<file path="src/rtl/cuenta_regresiva_seg.sv">
// cuenta_regresiva_seg -- two-digit BCD countdown timer with alarm.
//
// Ports:
//   ClkRedu     in   count tick clock (slow 1 Hz); all state changes on its rising edge
//   reset       in   asynchronous, active-high reset
//   load        in   capture preset_dec/preset_uni (clamped to 9) and go IDLE
//   start       in   begin / resume the countdown
//   pause       in   freeze the countdown
//   preset_dec  in   [3:0] BCD tens digit of the preset
//   preset_uni  in   [3:0] BCD units digit of the preset
//   decenas     out  [3:0] BCD tens digit of the current count
//   unidades    out  [3:0] BCD units digit of the current count
//   running     out  high in RUN only
//   alarm       out  high in DONE only
//
// Parameter ALARM_TICKS (1..15): number of edges alarm stays high in DONE.
// Optional macro AUTO_RELOAD_EN: after DONE, reload the last loaded preset and
// run again (or go IDLE when that preset is 00). Without it no preset copy is
// kept and DONE always exits to IDLE.
// Input priority on each edge: load > pause > start.

module cuenta_regresiva_seg #(
    parameter int ALARM_TICKS = 5
) (
    input  logic       ClkRedu,
    input  logic       reset,
    input  logic       load,
    input  logic       start,
    input  logic       pause,
    input  logic [3:0] preset_dec,
    input  logic [3:0] preset_uni,
    output logic [3:0] decenas,
    output logic [3:0] unidades,
    output logic       running,
    output logic       alarm
);

    typedef enum logic [1:0] {
        S_IDLE  = 2'd0,
        S_RUN   = 2'd1,
        S_PAUSA = 2'd2,
        S_DONE  = 2'd3
    } state_t;

    // DONE is left on the edge where the alarm counter has seen ALARM_TICKS-1
    // prior DONE edges, so alarm is high for exactly ALARM_TICKS edges.
    localparam logic [3:0] ALARM_LAST = 4'(ALARM_TICKS - 1);

    state_t     state_q, state_d;
    logic [3:0] dec_q, dec_d;
    logic [3:0] uni_q, uni_d;
    logic [3:0] acnt_q, acnt_d;
    logic       running_q, running_d;
    logic       alarm_q, alarm_d;
`ifdef AUTO_RELOAD_EN
    logic [7:0] preset_q, preset_d;
`endif

    function automatic logic [3:0] clamp9(input logic [3:0] d);
        return (d > 4'd9) ? 4'd9 : d;
    endfunction

    always_comb begin
        state_d = state_q;
        dec_d   = dec_q;
        uni_d   = uni_q;
        acnt_d  = acnt_q;
`ifdef AUTO_RELOAD_EN
        preset_d = preset_q;
`endif
        if (load) begin
            dec_d   = clamp9(preset_dec);
            uni_d   = clamp9(preset_uni);
            acnt_d  = 4'd0;
            state_d = S_IDLE;
`ifdef AUTO_RELOAD_EN
            preset_d = {clamp9(preset_dec), clamp9(preset_uni)};
`endif
        end else begin
            unique case (state_q)
                S_IDLE: begin
                    if (!pause && start && (dec_q != 4'd0 || uni_q != 4'd0))
                        state_d = S_RUN;
                end
                S_RUN: begin
                    if (pause) begin
                        state_d = S_PAUSA;
                    end else if (dec_q == 4'd0 && uni_q <= 4'd1) begin
                        // 01 -> 00 (00 is guarded too so the count never wraps)
                        uni_d   = 4'd0;
                        acnt_d  = 4'd0;
                        state_d = S_DONE;
                    end else if (uni_q != 4'd0) begin
                        uni_d = uni_q - 4'd1;
                    end else begin
                        uni_d = 4'd9;
                        dec_d = dec_q - 4'd1;
                    end
                end
                S_PAUSA: begin
                    if (!pause && start)
                        state_d = S_RUN;
                end
                S_DONE: begin
                    if (acnt_q >= ALARM_LAST) begin
                        acnt_d  = 4'd0;
                        state_d = S_IDLE;
`ifdef AUTO_RELOAD_EN
                        if (preset_q != 8'd0) begin
                            dec_d   = preset_q[7:4];
                            uni_d   = preset_q[3:0];
                            state_d = S_RUN;
                        end
`endif
                    end else begin
                        acnt_d = acnt_q + 4'd1;
                    end
                end
                default: state_d = S_IDLE;
            endcase
        end
        // Outputs are registered copies of the next state decode.
        running_d = (state_d == S_RUN);
        alarm_d   = (state_d == S_DONE);
    end

    always_ff @(posedge ClkRedu or posedge reset) begin
        if (reset) begin
            state_q   <= S_IDLE;
            dec_q     <= 4'd0;
            uni_q     <= 4'd0;
            acnt_q    <= 4'd0;
            running_q <= 1'b0;
            alarm_q   <= 1'b0;
        end else begin
            state_q   <= state_d;
            dec_q     <= dec_d;
            uni_q     <= uni_d;
            acnt_q    <= acnt_d;
            running_q <= running_d;
            alarm_q   <= alarm_d;
        end
    end

`ifdef AUTO_RELOAD_EN
    always_ff @(posedge ClkRedu or posedge reset) begin
        if (reset) preset_q <= 8'd0;
        else       preset_q <= preset_d;
    end
`endif

    assign decenas  = dec_q;
    assign unidades = uni_q;
    assign running  = running_q;
    assign alarm    = alarm_q;

endmodule

</file>
<file path="config.mk">
export PLATFORM = sky130hd
export DESIGN_NAME = cuenta_regresiva_seg
export DESIGN_NICKNAME = d
export VERILOG_FILES = /design/src/rtl/cuenta_regresiva_seg.sv
export SDC_FILE = /design/constraint.sdc
export NUM_CORES = 1
export LEC_CHECK = 0
export CAP_MARGIN = 0
export CORE_MARGIN = 3
export CORE_UTILIZATION = 43
export DETAILED_ROUTE_END_ITERATION = 8
export PLACE_DENSITY = 0.74
export SYNTH_ARGS = -nofsm -noshare
export SYNTH_HDL_FRONTEND = slang
export SYNTH_SLANG_ARGS = --single-unit
</file>
<file path="constraint.sdc">
create_clock -name ClkRedu -period 1.6 [get_ports ClkRedu]
set_input_delay 0.4 -clock ClkRedu [delete_from_list [all_inputs] [get_ports ClkRedu]]
set_output_delay 0.4 -clock ClkRedu [all_outputs]
set_load 0.01 [all_outputs]
</file>
* Yosys cells after proc, flatten, opt, wreduce, memory -nomap -nowiden
Cells that the tools add are included.
** Storage, ports and cells
- Flip-flop bits (word level) :: 16
- Bits of input ports :: 13
- Output and inout port bits :: 10
- Logic and storage cells :: 61
** Operators by class
- $add $sub $neg :: 3
- Order comparisons :: 4
- Equality and inequality tests :: 10
- Multiplexer cells :: 24
- Reductions and logical operators :: 14
** Operators with widths (count)
- 2-to-1 mux 4 bit :: 16
- 2-to-1 mux 2 bit :: 6
- > comparator 4 bit (second input constant) :: 2
- one-hot mux 2 bit (4 select lines) :: 1
- one-hot mux 4 bit (2 select lines) :: 1
- nonzero test 4 bit :: 2
- subtractor 4 x 1 -> 4 bit (second input constant) :: 2
- == test 2 bit (second input constant) :: 3
- != test 2 bit (second input constant) :: 3
- != test 3 bit (second input constant) :: 2
- adder 4 x 1 -> 4 bit (second input constant) :: 1
- == test 2 x 1 -> 1 bit (second input constant) :: 2
- greater-or-equal comparator 4 x 3 -> 1 bit (second input constant) :: 1
- <= comparator 4 x 1 -> 1 bit (second input constant) :: 1
- zero test 4 bit :: 1
- AND reduction 4 bit :: 1
- logical AND 1 bit :: 3
- AND reduction 3 bit :: 1
- nonzero test 3 bit :: 1
- zero test 2 bit :: 1
- AND reduction 2 bit :: 1
- nonzero test 2 bit :: 1
- zero test 1 bit :: 1
- logical OR 1 bit :: 1

* Depth between registers and ports, before layout
Gate-level depths: netlist of the first run.
- Depth after elaboration :: 7
- Gate-level depth with buffers :: 6
- Gate-level depth less buffers :: 6

* Least setup slack after synthesis of the first run
No wires, ideal clock.
- Path type :: reg2reg
- From :: register dec_q[0], in the netlist decenas[0]
- To :: register running_q, in the netlist running
- Data arrival time :: 1.530 ns
- Data required time :: 1.527 ns
- Setup slack :: -0.003 ns
- Cell stages (with the launch flop) :: 7
- Buffers on the path :: 0
- Period minus slack after synthesis :: 1.603 ns
- Path through :: dfrtp_1 inv_1 ha_1 nor3b_2 a311o_1 a31oi_2 nor2b_1
** On the way
- Cells in the longest elaborated chain, start to end :: 7
- Elaborated cells between the ends (all ways) :: 11
- Classes of those cells :: eq/ne (1); mux (5); reduce/logical (5)
** Ends and longest elaborated chain
- start: declaration :: RTL line 50 : logic [3:0] dec_q, dec_d;
- start signal: assignment :: RTL line 130 : dec_q <= 4'd0;
- start signal: assignment :: RTL line 137 : dec_q <= dec_d;
- zero test 4 bit / nonzero test 4 bit (equally long branches) :: RTL line 88, 82
- logical AND 1 bit / logical OR 1 bit (equally long branches) :: RTL line 88, 82
- 2-to-1 mux 2 bit / logical AND 1 bit (equally long branches) :: RTL line 88, 82
- 2-to-1 mux 2 bit, on equally long branches :: RTL line 86, 82
- one-hot mux 2 bit (4 select lines) (*) :: RTL line 80 : unique case (state_q)
- 2-to-1 mux 2 bit (*) :: RTL line 71 : if (load) begin
- net state_d[0] :: RTL line 49 : state_t state_q, state_d;
- == test 2 x 1 -> 1 bit (*) :: RTL line 123 : running_d = (state_d == S_RUN);
- net running_d :: RTL line 53 : logic running_q, running_d;
- end signal: assignment :: RTL line 140 : running_q <= running_d;
- end: declaration :: RTL line 53
Mark *: on every way through the listed nets, which the timed path passes. The rest lies on a longest branch.
A chain may end at the register's enable or synchronous reset.

* Final worst setup path of the first run
- From :: register dec_q[0], in the netlist decenas[0]
- To :: register alarm_q, in the netlist alarm
** On the way
- Cells in the longest elaborated chain, start to end :: 7
- Elaborated cells between the ends (all ways) :: 11
- Classes of those cells :: eq/ne (1); mux (5); reduce/logical (5)
** Ends and longest elaborated chain
- zero test 4 bit / nonzero test 4 bit (equally long branches) :: RTL line 88, 82
- logical AND 1 bit / logical OR 1 bit (equally long branches) :: RTL line 88, 82
- 2-to-1 mux 2 bit / logical AND 1 bit (equally long branches) :: RTL line 88, 82
- 2-to-1 mux 2 bit, on equally long branches :: RTL line 86, 82
- one-hot mux 2 bit (4 select lines) (*) :: RTL line 80
- 2-to-1 mux 2 bit (*) :: RTL line 71
- net state_d[1] :: RTL line 49
- == test 2 bit (*) :: RTL line 124 : alarm_d = (state_d == S_DONE);
- net alarm_d :: RTL line 54 : logic alarm_q, alarm_d;
- end signal: assignment :: RTL line 141 : alarm_q <= alarm_d;
- end: declaration :: RTL line 54
Marked as above.

==> flow_summary.toml, run 1 <==
[floorplanning]
die_x_um = 52.6
io_pins = 23
dieArea_sq_um = 2770
placementRows = 16
core-area_sq_um = 2000
start_util_pct = 46.7
dieHeight_um = 52.6

[critical_path]
worstPathRequired_ns = 1.84
cp_cell_sequence = "inv_2 -> ha_4 -> nor3b_4 -> nand2_2 -> a221oi_4 -> and2_1"
r2r_start = "decenas[0]"
cp.arrival_ns = 1.83
worstSetupStartpointType = "register"
cp_slowest_cell = "dfrtp_1"
r2r_cells = 6
worst-setup-path-type = "register to register"
path_max_fanout = 5
cp.depth = 6
r2r_slack_ns = 0.009
crit_family = "simple AND/OR/NAND/NOR gates"
r2r-end = "alarm"
cp-end-kind = "register"
cp_slowest_stage_delay_ns = 0.40
cp_num_buf_inv = 1

[cts]
clk_latency_ns = 0.29
htreeDepth = 1
cts_num_sinks = 16
numCtsBuffers = 3
cts.path.max_buffers = 2
cts_tree = "built"
clkSlewWorstSetupHoldPaths_ns = 0.09
clock-root-buffer = "clkbuf_4"

[run]
maxCapViolations = 0

[sta]
period_needed_ns = 1.59
max_freq_mhz = 629
tightest_slew_ns = 0.329
setup_ws_ns = 0.00930
holdWs_ns = 0.407
rsz0062_at_grt = "yes"
relSlewSlack_pct = 77.8
clock_skew_ns = 0.00507
finalSetupViolCount = 0
slew_violations = 0
hold_viol_final = 0
min_period_over_period_pct = 99.4

[route]
wl_per_cell_um = 14.5
drc = 0
top_layer = "met4"
drt_first_pass_iters = 4
drt_iter0_drc = 7
viasPerCell = 5.38
wl_met2_mm = 1.28
dr_wl_met3_um = 100
wl_mm = 2.51
postRouteAntennaNets = 0
vias = 931
m1WireLength_mm = 1.08

[pwr]
p_per_area_nw_per_um2 = 668
p_clk_share_pct = 22.2
switching_power_w = 0.000280
power_leakage_nw = 0.661
p_seq_share_pct = 47.4
pwr-share-comb_pct = 30.4
p_sw_share_pct = 29.4
p_total_w = 0.000951
p_int_w = 0.000671
ir_worst_vdd_mv = 0.495

[yosys]
ys.flop_type = "dfrtp_1"
yosysTopAreaCell = "dfrtp_1"
netlist_area_sq_um = 935
yosysTopAreaCellShare_pct = 42.8
ys_ff_latch = 16
ys_seq_area_share_pct = 42.8
synth-edff-count = 0
synth_area_leaders = "dfrtp_1 (43%), o21ai_0 (4.8%), nand2_1 (4.4%), ha_1 (4.0%), nor3_4 (3.5%)"
async_flop_share_pct = 100
netlist_instances = 100
ys_types = 36
synth.net_count = 116
yosysWarnings = 0
synth.avg_cell_area_sq_um = 9.35

[status]
status = "complete, no violations"

[finish]
fin_area_sq_um = 1420
fin_cells = 173
fin_nets = 164
diodes = 0
final_cell_mix = "buf_4 (20), dfrtp_1 (15), clkdlybuf4s50_1 (14)"
final_common_cell = "buf_4"
area_growth_pct = 52.3
drive_gt1_share_pct = 28.1
fill_cells = 158
multi_input_area_sq_um = 538
seq_area_sq_um = 402

[global_routing]
antenna_found_initial = 0
grt_use_total_pct = 20.1
grt_pass1_wl_mm = 4.01
grt-ovfl-total = 0
grt_max_degree = 17
grt_pass1_vias = 889

[place]
io_buffers = 22
placed_area_sq_um = 1310
placed_cells = 165
dpl.hpwl_mm = 1.78
gp_congestion = 0.804
pre_cts_slack_ns = -0.257

[hold_path]
hp-class = "input port to asynchronous set/reset pin"
[synth_stat cells (all sizes together), types with 3 or more instances]
library cell	number
ha	3
nand2	12
nor3	3
a31oi	4
o21ai	9
nor2	8
a21oi	6
nand3	3
and2	3
inv	8
dfrtp	16
[worst max path at each step]
stage / from / to / slack [ns]
final: decenas[0] / alarm / 0.009
after global routing: decenas[1] / alarm / -0.09
after CTS: unidades[0] / unidades[0] / 0.0001
after detailed placement: pause / running / -0.26
after global placement: pause / running / -0.20
after floorplan: decenas[0] / running / 0.02
[cells by family after synthesis]
logic type                 share of synthesized area [%]
muxes                                               2.14
AOI/OAI and AO/OA                                   20.6
buffers and inverters                               4.02
and+or+nand+nor                                     26.4
adders and majority gates                           4.02
DFF                                                 42.8
[worst reg2reg max path, delay by kind of cell, from the launching register on]
kind	cells	cell delay, ns
buffers and inverters	1	0.08
adder cells (fa/ha/maj)	1	0.13
AND/OR/NAND/NOR	3	0.58
AO/OA/AOI/OAI	1	0.35
flip-flops	1	0.40
[power groups by stage]
stage	logic (W)	clock network (W)	registers (W)
after detailed placement	0.000249	0	0.000471
final	0.000289	0.000211	0.000451
after global routing	0.000317	0.000245	0.000455
after global placement	0.000244	0	0.000471
after CTS	0.000280	0.000221	0.000451
after floorplan	0.0000960	0	0.000479
[registers in the layout (all words and copies together), names as in the netlist]
name	cells
acnt_q	4
decenas	4
unidades	4
state_q	2
alarm	1
running	1
[stage by stage]
step	utilization (%)	setup TNS, ns
final	71.1	0
after global routing	71.1	-0.260
after CTS	68.8	0
after floorplan	-	0
after global placement	65.6	-1.38
after detailed placement	65.6	-1.87
[cell type report]
| type | count | area share (%) |
|---|---|---|
| clock buffer | 3 | 1.58 |
| sequential | 16 | 28.2 |
| timing repair buffer | 44 | 27.7 |
| inverter | 9 | 2.37 |
| tap | 27 | 2.37 |
| multi-input combinational | 74 | 37.8 |
[routing by layer]
layer,track usage (%),up-vias
met5,0,-
met4,7.66,0
met3,5.13,4
met2,35.1,18
li1,-,454
met1,23.1,455
[what timing repair did]
item	in CTS	in global routing
pin swaps	3	3
hold buffers	0	0
setup endpoints to repair	12	8
gates cloned	0	0
buffers inserted	5	0
hold endpoints to repair	0	0
resized for setup	9	10
Power figures use the tool's default switching activity.
==> inputs of run 2 (changes only) <==
Settings changed: HOLD_SLACK_MARGIN set to 0.15, RECOVER_POWER set to 100.
==> run 2 against run 1 <==
Compared with the run above: hold slack improved by 0.067 ns; final cell count unchanged; sequential power about the same; via count is 0.11% lower; worst setup slack is essentially flat; utilization down 0.56 points; clock-buffer cell count unchanged; clock power about the same; maximum frequency hardly changed; first-iteration DRC count is the same; critical endpoint unchanged; largest power group unchanged.
==> flow_summary.toml, run 2 (synthesized netlist as in run 1, its figures left out) <==
[status]
status = "complete, no violations"

[floorplanning]
start_util_pct = 46.7
core-area_sq_um = 2000
dieHeight_um = 52.6
dieArea_sq_um = 2770
io_pins = 23
die_x_um = 52.6
placementRows = 16

[critical_path]
cp.arrival_ns = 1.83
cp-end-kind = "register"
cp_slowest_stage_delay_ns = 0.40
worstPathRequired_ns = 1.84
cp_slowest_cell = "dfrtp_1"
path_max_fanout = 5
worst-setup-path-type = "register to register"
cp_cell_sequence = "inv_2 -> ha_4 -> nor3b_4 -> nand2_2 -> a221oi_4 -> and2_1"
worstSetupStartpointType = "register"

[pwr]
p_total_w = 0.000949
p_per_area_nw_per_um2 = 672
power_leakage_nw = 0.637
ir_worst_vdd_mv = 0.493

[sta]
min_period_over_period_pct = 99.4
rsz0062_at_grt = "yes"
setup_tns_ns = 0
relSlewSlack_pct = 40.0
setup_ws_ns = 0.00949
finalSetupViolCount = 0
max_freq_mhz = 629
tightest_slew_ns = 0.900
slew_violations = 0
clock_skew_ns = 0.00507
period_needed_ns = 1.59
hold_viol_final = 0

[cts]
hold_buffers = 0
clk_latency_ns = 0.29
cts_tree = "built"
numCtsBuffers = 3
clkSlewWorstSetupHoldPaths_ns = 0.09
cts_num_sinks = 16
cts.path.max_buffers = 2
clock-root-buffer = "clkbuf_4"
htreeDepth = 1

[route]
wl_per_cell_um = 14.4
wl_mm = 2.50
drt_first_pass_iters = 4
viasPerCell = 5.38
vias = 930
drt_iter0_drc = 7
postRouteAntennaNets = 0
drc = 0

[global_routing]
grt_use_met3_pct = 5.13
grt_max_degree = 17
busiest_layer = "met2"
grt_use_total_pct = 20.1
grt_pass1_wl_mm = 4.01
antenna_found_initial = 0
grt_pass1_vias = 889
grtUsageMet2_pct = 35.1
grt-ovfl-total = 0
met1_usage_pct = 23.1

[finish]
fin_nets = 164
seq_area_sq_um = 402
drive_gt1_share_pct = 27.4
final_cell_mix = "buf_4 (19), dfrtp_1 (15), clkdlybuf4s50_1 (13)"
area_growth_pct = 51.1
diodes = 0
multi_input_area_sq_um = 538
fill_cells = 161
final_common_cell = "buf_4"

[place]
dpl.hpwl_mm = 1.78
pre_cts_slack_ns = -0.257
io_buffers = 22
gp_congestion = 0.804

[run]
maxCapViolations = 0

[hold_path]
hp-class = "register to register"
## run 2: cell types whose count changed in the layout (fill, tap and decap cells not counted), sizes merged
cell,previous run,this run
buf,22,21
dlymetal6s2s,3,0
clkbuf,3,4
clkdlybuf4s25,0,3
clkdlybuf4s50,14,13
dlygate4sd3,0,1
## run 2: critical path, delay by kind of cell, from the launching register on
kind	cells	cell delay, ns
and+or+nand+nor	3	0.58
AOI/OAI and AO/OA	1	0.35
adders and majority gates	1	0.13
DFF	1	0.40
buffers and inverters	1	0.08
## run 2: final timing paths
| check | startpoint | endpoint | slack (ns) | depth (start not counted) |
|---|---|---|---|---|
| setup / recovery | decenas[0] | alarm | 0.009 | 6 |
| setup reg to reg | decenas[0] | alarm | 0.009 | 6 |
| min in group asynchronous | reset | decenas[3] | 0.79 | 3 |
| hold reg to reg | acnt_q[0] | acnt_q[0] | 0.47 | 1 |
| hold / removal | acnt_q[0] | acnt_q[0] | 0.47 | 1 |
| max in group asynchronous | reset | unidades[2] | 0.19 | 3 |
## run 2: where the power goes
group          total (W)  internal (W)  switching, W  leakage, nW
logic           0.000287      0.000151      0.000136        0.420
clock network   0.000211     0.0000878      0.000123       0.0138
registers       0.000451      0.000430     0.0000216        0.203
total           0.000949      0.000669      0.000280        0.637
## run 2: per-layer routing
| layer | part of all wire [%] | wire, um |
|---|---|---|
| met3 | 4.0 | 99 |
| met5 | 0 | 0 |
| met1 | 43 | 1070 |
| met2 | 51 | 1280 |
| met4 | 1.7 | 42 |
## run 2: final cells by class
class                      instances  area share, %
timing repair buffer              44           27.1
sequential                        16           28.4
inverter                           9           2.39
multi-input combinational         74           38.1
clock buffer                       3           1.59
tap                               27           2.39
## run 2: per-stage QoR
step	hold WS (ns)	cells	instance area, sq um	util, %
2_1_floorplan	0.314	100	935	-
3_3_place_gp	0.454	165	1310	65.6
3_5_place_dp	0.469	165	1310	65.6
4_1_cts	0.413	173	1380	68.8
5_1_grt	0.517	173	1410	70.6
6_report	0.474	173	1410	70.6
## run 2: timing repair
action,in CTS,in global routing
endpoints found under the setup margin,12,8
gates resized for setup,9,10
pin swaps,3,3
buffers inserted,5,0
cloned,0,0
endpoints found under the hold margin,0,0
